$ cat src/rtl/text_console_writer.sv
// Cursor-driven writer into the character buffer: one cell write per cycle, registered one cycle after handshake.
// Backpressure: in_ready is low for the whole clear sweep (after reset and on FF), high otherwise.
module text_console_writer #(
    parameter int         GRID_ROW   = 5,
    parameter int         GRID_COL   = 10,
    parameter int         ADDR_WIDTH = $clog2(GRID_ROW*GRID_COL),
    parameter logic [6:0] BLANK_CHAR = 7'h20
) (
    input  logic                        clk_pix,
    input  logic                        rst,
    input  logic                        in_valid,
    output logic                        in_ready,
    input  logic [6:0]                  in_ascii,
    input  logic [3:0]                  colorIndexF,
    input  logic [3:0]                  colorIndexB,
    output logic                        buf_we,
    output logic [ADDR_WIDTH-1:0]       buf_addr,
    output logic [15:0]                 buf_data,
    output logic [$clog2(GRID_COL)-1:0] cur_x,
    output logic [$clog2(GRID_ROW)-1:0] cur_y,
    output logic                        busy
);

    localparam int XW = $clog2(GRID_COL);
    localparam int YW = $clog2(GRID_ROW);
    localparam int N  = GRID_ROW * GRID_COL;
    // One extra count past the last cell marks the sweep as finished.
    localparam int SW = $clog2(N + 1);

    localparam logic [6:0] C_BS = 7'h08;
    localparam logic [6:0] C_LF = 7'h0A;
    localparam logic [6:0] C_FF = 7'h0C;
    localparam logic [6:0] C_CR = 7'h0D;

    typedef enum logic {S_CLEAR = 1'b0, S_IDLE = 1'b1} state_t;

    state_t                r_state;
    state_t                w_state_nxt;
    logic [SW-1:0]         r_sweep;
    logic [SW-1:0]         w_sweep_nxt;
    logic [3:0]            r_clr_fg;
    logic [3:0]            r_clr_bg;
    logic [3:0]            w_clr_fg_nxt;
    logic [3:0]            w_clr_bg_nxt;
    logic                  r_we;
    logic                  w_we_nxt;
    logic [ADDR_WIDTH-1:0] r_addr;
    logic [ADDR_WIDTH-1:0] w_addr_nxt;
    logic [15:0]           r_data;
    logic [15:0]           w_data_nxt;
    logic [XW-1:0]         r_x;
    logic [XW-1:0]         w_x_nxt;
    logic [YW-1:0]         r_y;
    logic [YW-1:0]         w_y_nxt;
    logic                  w_hs;
    logic                  w_printable;
    logic                  w_sweep_done;
    logic                  w_col_last;
    logic [YW-1:0]         w_y_inc;

    function automatic logic [ADDR_WIDTH-1:0] cell_addr(input logic [XW-1:0] x,
                                                        input logic [YW-1:0] y);
        return ADDR_WIDTH'(y) * ADDR_WIDTH'(GRID_COL) + ADDR_WIDTH'(x);
    endfunction

    assign w_hs         = in_valid & in_ready;
    assign w_printable  = (in_ascii >= 7'h20) && (in_ascii != 7'h7F);
    assign w_sweep_done = (r_sweep == SW'(N));
    assign w_col_last   = (r_x == XW'(GRID_COL - 1));
    assign w_y_inc      = (r_y == YW'(GRID_ROW - 1)) ? '0 : r_y + YW'(1);

    always_ff @(posedge clk_pix) begin
        if (rst) begin
            r_state <= S_CLEAR;
        end else begin
            r_state <= w_state_nxt;
        end
    end

    always_comb begin
        w_state_nxt = r_state;
        case (r_state)
            S_CLEAR: if (w_sweep_done) w_state_nxt = S_IDLE;
            S_IDLE:  if (w_hs && !w_printable && in_ascii == C_FF) w_state_nxt = S_CLEAR;
            default: w_state_nxt = S_CLEAR;
        endcase
    end

    always_comb begin
        in_ready = 1'b0;
        busy     = 1'b0;
        case (r_state)
            S_CLEAR: busy     = 1'b1;
            S_IDLE:  in_ready = 1'b1;
            default: busy     = 1'b1;
        endcase
    end

    always_comb begin
        w_we_nxt     = 1'b0;
        w_addr_nxt   = r_addr;
        w_data_nxt   = r_data;
        w_x_nxt      = r_x;
        w_y_nxt      = r_y;
        w_sweep_nxt  = r_sweep;
        w_clr_fg_nxt = r_clr_fg;
        w_clr_bg_nxt = r_clr_bg;
        case (r_state)
            S_CLEAR: begin
                if (!w_sweep_done) begin
                    w_we_nxt    = 1'b1;
                    w_addr_nxt  = r_sweep[ADDR_WIDTH-1:0];
                    w_data_nxt  = {r_clr_bg, r_clr_fg, 1'b0, BLANK_CHAR};
                    w_sweep_nxt = r_sweep + SW'(1);
                end else begin
                    w_sweep_nxt = '0;
                    w_x_nxt     = '0;
                    w_y_nxt     = '0;
                end
            end
            S_IDLE: begin
                if (w_hs) begin
                    if (w_printable) begin
                        w_we_nxt   = 1'b1;
                        w_addr_nxt = cell_addr(r_x, r_y);
                        w_data_nxt = {colorIndexB, colorIndexF, 1'b0, in_ascii};
                        if (w_col_last) begin
                            w_x_nxt = '0;
                            w_y_nxt = w_y_inc;
                        end else begin
                            w_x_nxt = r_x + XW'(1);
                        end
                    end else begin
                        case (in_ascii)
                            C_CR: w_x_nxt = '0;
                            C_LF: w_y_nxt = w_y_inc;
                            C_BS: begin
                                if (r_x != '0) begin
                                    w_x_nxt    = r_x - XW'(1);
                                    w_we_nxt   = 1'b1;
                                    w_addr_nxt = cell_addr(r_x - XW'(1), r_y);
                                    w_data_nxt = {colorIndexB, colorIndexF, 1'b0, BLANK_CHAR};
                                end else if (r_y != '0) begin
                                    w_x_nxt    = XW'(GRID_COL - 1);
                                    w_y_nxt    = r_y - YW'(1);
                                    w_we_nxt   = 1'b1;
                                    w_addr_nxt = cell_addr(XW'(GRID_COL - 1), r_y - YW'(1));
                                    w_data_nxt = {colorIndexB, colorIndexF, 1'b0, BLANK_CHAR};
                                end
                            end
                            C_FF: begin
                                // Cell 0 goes out on the handshake edge so the sweep has no bubble.
                                w_clr_fg_nxt = colorIndexF;
                                w_clr_bg_nxt = colorIndexB;
                                w_we_nxt     = 1'b1;
                                w_addr_nxt   = '0;
                                w_data_nxt   = {colorIndexB, colorIndexF, 1'b0, BLANK_CHAR};
                                w_sweep_nxt  = SW'(1);
                                w_x_nxt      = '0;
                                w_y_nxt      = '0;
                            end
                            default: ;
                        endcase
                    end
                end
            end
            default: ;
        endcase
    end

    always_ff @(posedge clk_pix) begin
        if (rst) begin
            r_sweep  <= '0;
            r_clr_fg <= '0;
            r_clr_bg <= '0;
            r_we     <= 1'b0;
            r_addr   <= '0;
            r_data   <= '0;
            r_x      <= '0;
            r_y      <= '0;
        end else begin
            r_sweep  <= w_sweep_nxt;
            r_clr_fg <= w_clr_fg_nxt;
            r_clr_bg <= w_clr_bg_nxt;
            r_we     <= w_we_nxt;
            r_addr   <= w_addr_nxt;
            r_data   <= w_data_nxt;
            r_x      <= w_x_nxt;
            r_y      <= w_y_nxt;
        end
    end

    assign buf_we   = r_we;
    assign buf_addr = r_addr;
    assign buf_data = r_data;
    assign cur_x    = r_x;
    assign cur_y    = r_y;

endmodule

$ cat config.mk
export PLATFORM = sky130hd
export DESIGN_NAME = text_console_writer
export DESIGN_NICKNAME = d
export VERILOG_FILES = /design/src/rtl/text_console_writer.sv
export SDC_FILE = /design/constraint.sdc
export NUM_CORES = 1
export LEC_CHECK = 0
export BUFFER_PORTS_ARGS = -buffer_cell sky130_fd_sc_hd__buf_2
export CAP_MARGIN = 30
export CELL_PAD_IN_SITES_DETAIL_PLACEMENT = 1
export CELL_PAD_IN_SITES_GLOBAL_PLACEMENT = 2
export CORE_MARGIN = 2
export CORE_UTILIZATION = 32
export CTS_CLUSTER_DIAMETER = 40
export DETAILED_ROUTE_END_ITERATION = 7
export PLACE_DENSITY_LB_ADDON = 0.1
export REMOVE_ABC_BUFFERS = 1
export SYNTH_ARGS = -nofsm -noshare
export SYNTH_HDL_FRONTEND = slang
export SYNTH_SLANG_ARGS = --single-unit
$ cat constraint.sdc
create_clock -name clk_pix -period 3.5 [get_ports clk_pix]
set_input_delay 1.05 -clock clk_pix [delete_from_list [all_inputs] [get_ports clk_pix]]
set_output_delay 1.05 -clock clk_pix [all_outputs]
set_load 0.05 [all_outputs]
# After elaboration in Yosys (flattened, before gate mapping)
# Cells that the tools add are included.
# word_totals
ff_bits	45
out_inout_bits	32
wordCells	103
# classes
n_mul	2
add_sub_neg	8
eq_ne	20
mux	48
order_cmp	1
bitwise	3
reduce_logical	12
# op_table
cell	n
2-to-1 mux 16 bit	5
one-hot mux 16 bit (2 select lines)	2
2-to-1 mux 6 bit	9
one-hot mux 6 bit (2 select lines)	3
equality test 7 x 4 -> 1 bit, second input constant	4
2-to-1 mux 4 bit	6
2-to-1 mux 3 bit	7
one-hot mux 4 bit (2 select lines)	2
adder 6 x 4 -> 6 bit	2
AND reduction 4 bit	3
multiplier 3 x 3 -> 5 bit, second input constant	2
2-to-1 mux 1 bit	9
one-hot mux 3 bit (3 select lines)	1
!= test 4 bit, second input constant	2
>= comparator 7 x 6 -> 1 bit, second input constant	1
!= test 7 bit, second input constant	1
adder 6 x 1 -> 6 bit, second input constant	1
adder 6 x 4 -> 6 bit, second input constant	1
equality test 6 bit, second input constant	1
!= test 2 bit, second input constant	3
one-hot mux 1 bit (2 select lines)	3
one-hot mux 3 bit (2 select lines)	1
AND reduction 6 bit	1
!= test 5 x 1 -> 1 bit, second input constant	1
19 further kinds	23

# Longest topological paths before layout
# depth
depth_word	9
ltp_mapped	11
mapped_depth_nobuf	11

# Worst setup path before layout
# Ideal clock, no wire load.
# synth_timing
path_kind	input to register
start	input in_ascii[6]
end	register r_y[0] (netlist: cur_y[0])
arrival_time_ns	2.655
required_ns	3.372
path_slack_ns	0.717
cell_stages	6
path_cell_list	or4b_1 or3_4 a2111o_1 nand4_2 mux2i_1 nor2_1
# synth_between
elab_chain_cells	5
elab_cells_between_ends	15
cone_classes	order compare: 1; eq/ne: 8; mux: 4; reduce/logical: 2
# synth_lines
element	line_no	source
start, declared	13	input logic [6:0] in_ascii,
>= comparator 7 x 6 -> 1 bit, or another cell as far along	67	assign w_printable = (in_ascii >= 7'h20) && (in_ascii != 7'h7F);
logical AND 1 bit / one-hot mux 3 bit (3 select lines) (equally long branches)	67, 134	
2-to-1 mux 3 bit	123	if (w_printable) begin
2-to-1 mux 3 bit	122	if (w_hs) begin
one-hot mux 3 bit (2 select lines)	108	case (r_state)
end signal, assigned	189	r_y <= w_y_nxt;
end, declared	53	logic [YW-1:0] r_y;
# Parallel ways exist; a longest one is shown, timed or not. The select of a mux whose other input is x is not followed.
# A chain may end at the register's enable or synchronous reset.

# Worst setup path in the final report
# layout_timing
start	input in_ascii[0]
end	register r_data[8] (netlist: buf_data[8])
# layout_between
elab_chain_cells	5
elab_cells_between_ends	12
cone_classes	order compare: 1; eq/ne: 5; mux: 4; reduce/logical: 2
# layout_lines
element	line_no	source
>= comparator 7 x 6 -> 1 bit, or another cell as far along	67	
logical AND 1 bit / one-hot mux 16 bit (2 select lines) (equally long branches)	67, 134	
2-to-1 mux 16 bit	123	
2-to-1 mux 16 bit	122	
one-hot mux 16 bit (2 select lines)	108	
end signal, assigned	187	r_data <= w_data_nxt;
end, declared	49	logic [15:0] r_data;
# Parallel ways exist; a longest one is shown, timed or not. The select of a mux whose other input is x is not followed.

==> run metrics <==
Filler cells 1037; fin crit period 2.84 ns; Hold-fix buffers, CTS 0; Avg WL per Cell 16.5 µm; Starting Density 33.1%; clock skew 0.00886 ns; Initial DRC Count 46; Cell Int Power 762 µW; Place WS 0.358 ns; initial antenna violation count 0; layout cells sized above 1 20.2%; critical path depth 8; Worst R2R Setup Slack 0.78 ns; CP cell instances buf_2, or4b_1, a211oi_1, o21ai_1, a21oi_2, buf_4, nor2_1, a211oi_1; I/O Buffers 48; placer congestion estimate 0.780; largest net degree at the start of global routing 36; Leak Pwr 0.00129 µW; Worst-Skew Late Latency 0.31 ns; Cell Pwr Density 317 mW/mm²; Synth area leader dfxtp_1; end of the worst register-to-register path buf_addr[5]$_SDFFE_PP0P_; Gate power share 6.9%; critical path's largest stage delay 0.57 ns; NumNets Final 418; Warnings, synthesis 0; post-synth cell types 53; placed inst area 0.00307 mm²; clock sink count 44; Sw Share 24.7%; Worst Path Buf+Inv 2; Pre-antenna DRT Iters 4; Peak VDD IR 176 µV; Design Area, Final 0.00319 mm²; Clock Tree Buf Depth 2; clock root cell clkbuf_8; syn avg cell area 8.12 µm²; ANT cells 0; reg2reg start cur_y[1]$_SDFFE_PP0P_; number of synthesized register bits 44; setup slack after layout 0.665 ns; post_cts resized 0; worst setup path endpoint buf_data[8]$_SDFFE_PP0P_; top cell type's share of synthesized area 32.4%; row count 33; CP endpoint kind flop; H-Tree Depth 2; reg2reg path depth 10; CP max stage cell or4b_1; total power 1010 µW; Rel. slew slack 57.6%; post-synthesis cell count 335; Startpoint Class input port; die area 0.00925 mm²; core area 0.00822 mm²; Reg clk slew, reported paths 0.09 ns; worst endpoint required time 3.72 ns; Most Frequent Cell on Critical Path a211oi_1; number of I/O pins 50; setup bufs post-CTS 0; Remaining Overflow, GRT 0; Vias 2584; Final Hold Vio Count 0; Sw Pwr 250 µW; first-pass GRT wire length 13.2 mm; Max Cap Viol 0; Post-synth top flop dfxtp_1; CP max FO 10; Top Family by Delay on Critical Path compound AO/OA/AOI/OAI gates; outcome complete, no violations; synth top area cells dfxtp_1, ha_1, a21oi_1; Die Y 96.2 µm; post-synthesis async set-or-reset flop share 0%; Synth Cell Area 0.00272 mm²; Die X 96.2 µm; RSZ-0062 raised after global routing false; Worst Hold Depth 2; crit path kind in2reg; Sequential Power Share 50.6%; Clk pwr share 42.5%; fin util 38.9%; maximum achievable frequency 353 MHz; routed wire length 8.02 mm; Worst Setup SP in_ascii[0]; max-slew violation count 0; vias in the first global route 2580; Final Cycle Share 81.0%; Vias per Instance 5.32; DRC errors left 0; Area Overhead vs Synth 17.4%; CTS tree done; Setup-failing EPs final 0; TritonCTS buffer count 5; register area share after synthesis 32.4%; HPWL Detailed 5.93 mm; EDFF count, synth 0; GRT Util Overall 18.4%; critical path arrival 3.05 ns; ANT nets after route 0; Worst Max-Slew Pin Slew 0.634 ns; Hold Crit Class reg2reg
[cells by family (layout without fill, tap and decap cells)]
group	count (synthesis)	after routing	share of synthesized area, %
DFF	44	44	32.4
muxes	10	10	3.73
xor gates and xnor gates	14	14	4.51
adders and majority gates	20	20	9.75
and+or+nand+nor	124	124	22.5
other	1	1	0.138
AOI/OAI and AO/OA	92	92	22.1
buffers and inverters	30	76	4.88
[synth_stat cells, types with 3 or more instances]
master and instances:
dfxtp_1 44, nand2_1 41, a21oi_1 35, nor2_1 31
ha_1 18, nand3_1 16, a211oi_1 14, o21ai_0 13
clkbuf_1 12, xor2_1 12, inv_1 11, mux2i_1 9
a21o_1 6, nand4_1 5, o221ai_1 5, nand2b_1 4
buf_2 3, nor2b_1 3, nor3_1 3, nor3b_1 3
o211ai_1 3, or2_2 3
[power by group through the flow]
stage / Combinational, µW / Sequential [µW] / Clock (µW)
after detailed placement: 70.4 / 524 / 0
after floorplan: 23.2 / 533 / 0
after CTS: 70.8 / 513 / 446
after global routing: 77.2 / 514 / 464
final: 69.8 / 512 / 429
after global placement: 69.8 / 524 / 0
[cell type report]
type	count	area [µm²]	share of cell area, %
clock buffers	6	82.6	2.59
clock inverters	2	38.8	1.21
inverters	11	41.3	1.29
multi-input cells	261	1710	53.6
flip-flops and latches	44	881	27.6
well taps	105	131	4.11
repair buffers	57	308	9.64
[sequential cells by signal, indices dropped and copies added, names as in the netlist]
register,count
cur_y,3
r_clr_bg,4
cur_x,4
r_sweep,6
buf_we,1
r_clr_fg,4
buf_addr,6
r_state,1
buf_data,15
[placed cells by master, fill, tap and decap left out, types with 2 or more instances in the layout]
master / n
a311oi_1: 2
nor2b_1: 3
a31oi_1: 2
buf_2: 48
or2_2: 3
fa_1: 2
inv_1: 11
a211oi_1: 14
o221ai_1: 5
dfxtp_1: 44
nor3b_1: 3
and3_1: 2
o211ai_1: 3
a2111o_1: 2
nand2_1: 41
mux2i_1: 9
nand2b_1: 4
or4b_1: 2
xor2_1: 12
o21ai_0: 13
nor3_1: 3
nor2_1: 31
nand3_1: 16
clkbuf_8: 6
ha_1: 18
xnor2_1: 2
or3_1: 2
a21oi_1: 34
a211o_1: 2
a21o_1: 6
buf_4: 9
nand4_1: 5
[worst min-delay path: cells and delay by family (launching register included)]
| family | cells | cell delay [ns] |
|---|---|---|
| and+or+nand+nor | 1 | 0.05 |
| AOI/OAI and AO/OA | 1 | 0.05 |
| DFF | 1 | 0.32 |
[metal layers]
layer / up-vias / wire length, µm / global-route usage, %
met4: 0 / 73 / 4.52
met1: 1241 / 3800 / 24.6
met3: 7 / 322 / 3.45
li1: 1291 / - / -
met2: 45 / 3820 / 30.6
met5: - / 0 / 0
[worst min path at each step]
stage                                   startpoint                  endpoint  slack [ns]
after floorplan           r_clr_bg[0]$_SDFFE_PP0P_  r_clr_bg[0]$_SDFFE_PP0P_        0.43
after global placement    buf_data[2]$_SDFFE_PP0P_  buf_data[2]$_SDFFE_PP0P_        0.44
after detailed placement  buf_addr[3]$_SDFFE_PP0P_  buf_addr[3]$_SDFFE_PP0P_        0.44
after CTS                 r_clr_fg[1]$_SDFFE_PP0P_  r_clr_fg[1]$_SDFFE_PP0P_        0.46
after global routing      buf_addr[3]$_SDFFE_PP0P_  buf_addr[3]$_SDFFE_PP0P_        0.48
final                     buf_addr[1]$_SDFFE_PP0P_  buf_addr[1]$_SDFFE_PP0P_        0.46
[through the flow]
| stage | hold slack (ns) | instances | TNS [ns] |
|---|---|---|---|
| floorplan | 0.430 | 316 | -4.56 |
| global route | 0.479 | 486 | 0 |
| CTS | 0.461 | 486 | 0 |
| global placement | 0.439 | 478 | 0 |
| finish | 0.456 | 486 | 0 |
| detailed placement | 0.442 | 478 | 0 |
Power figures use the tool's default switching activity.
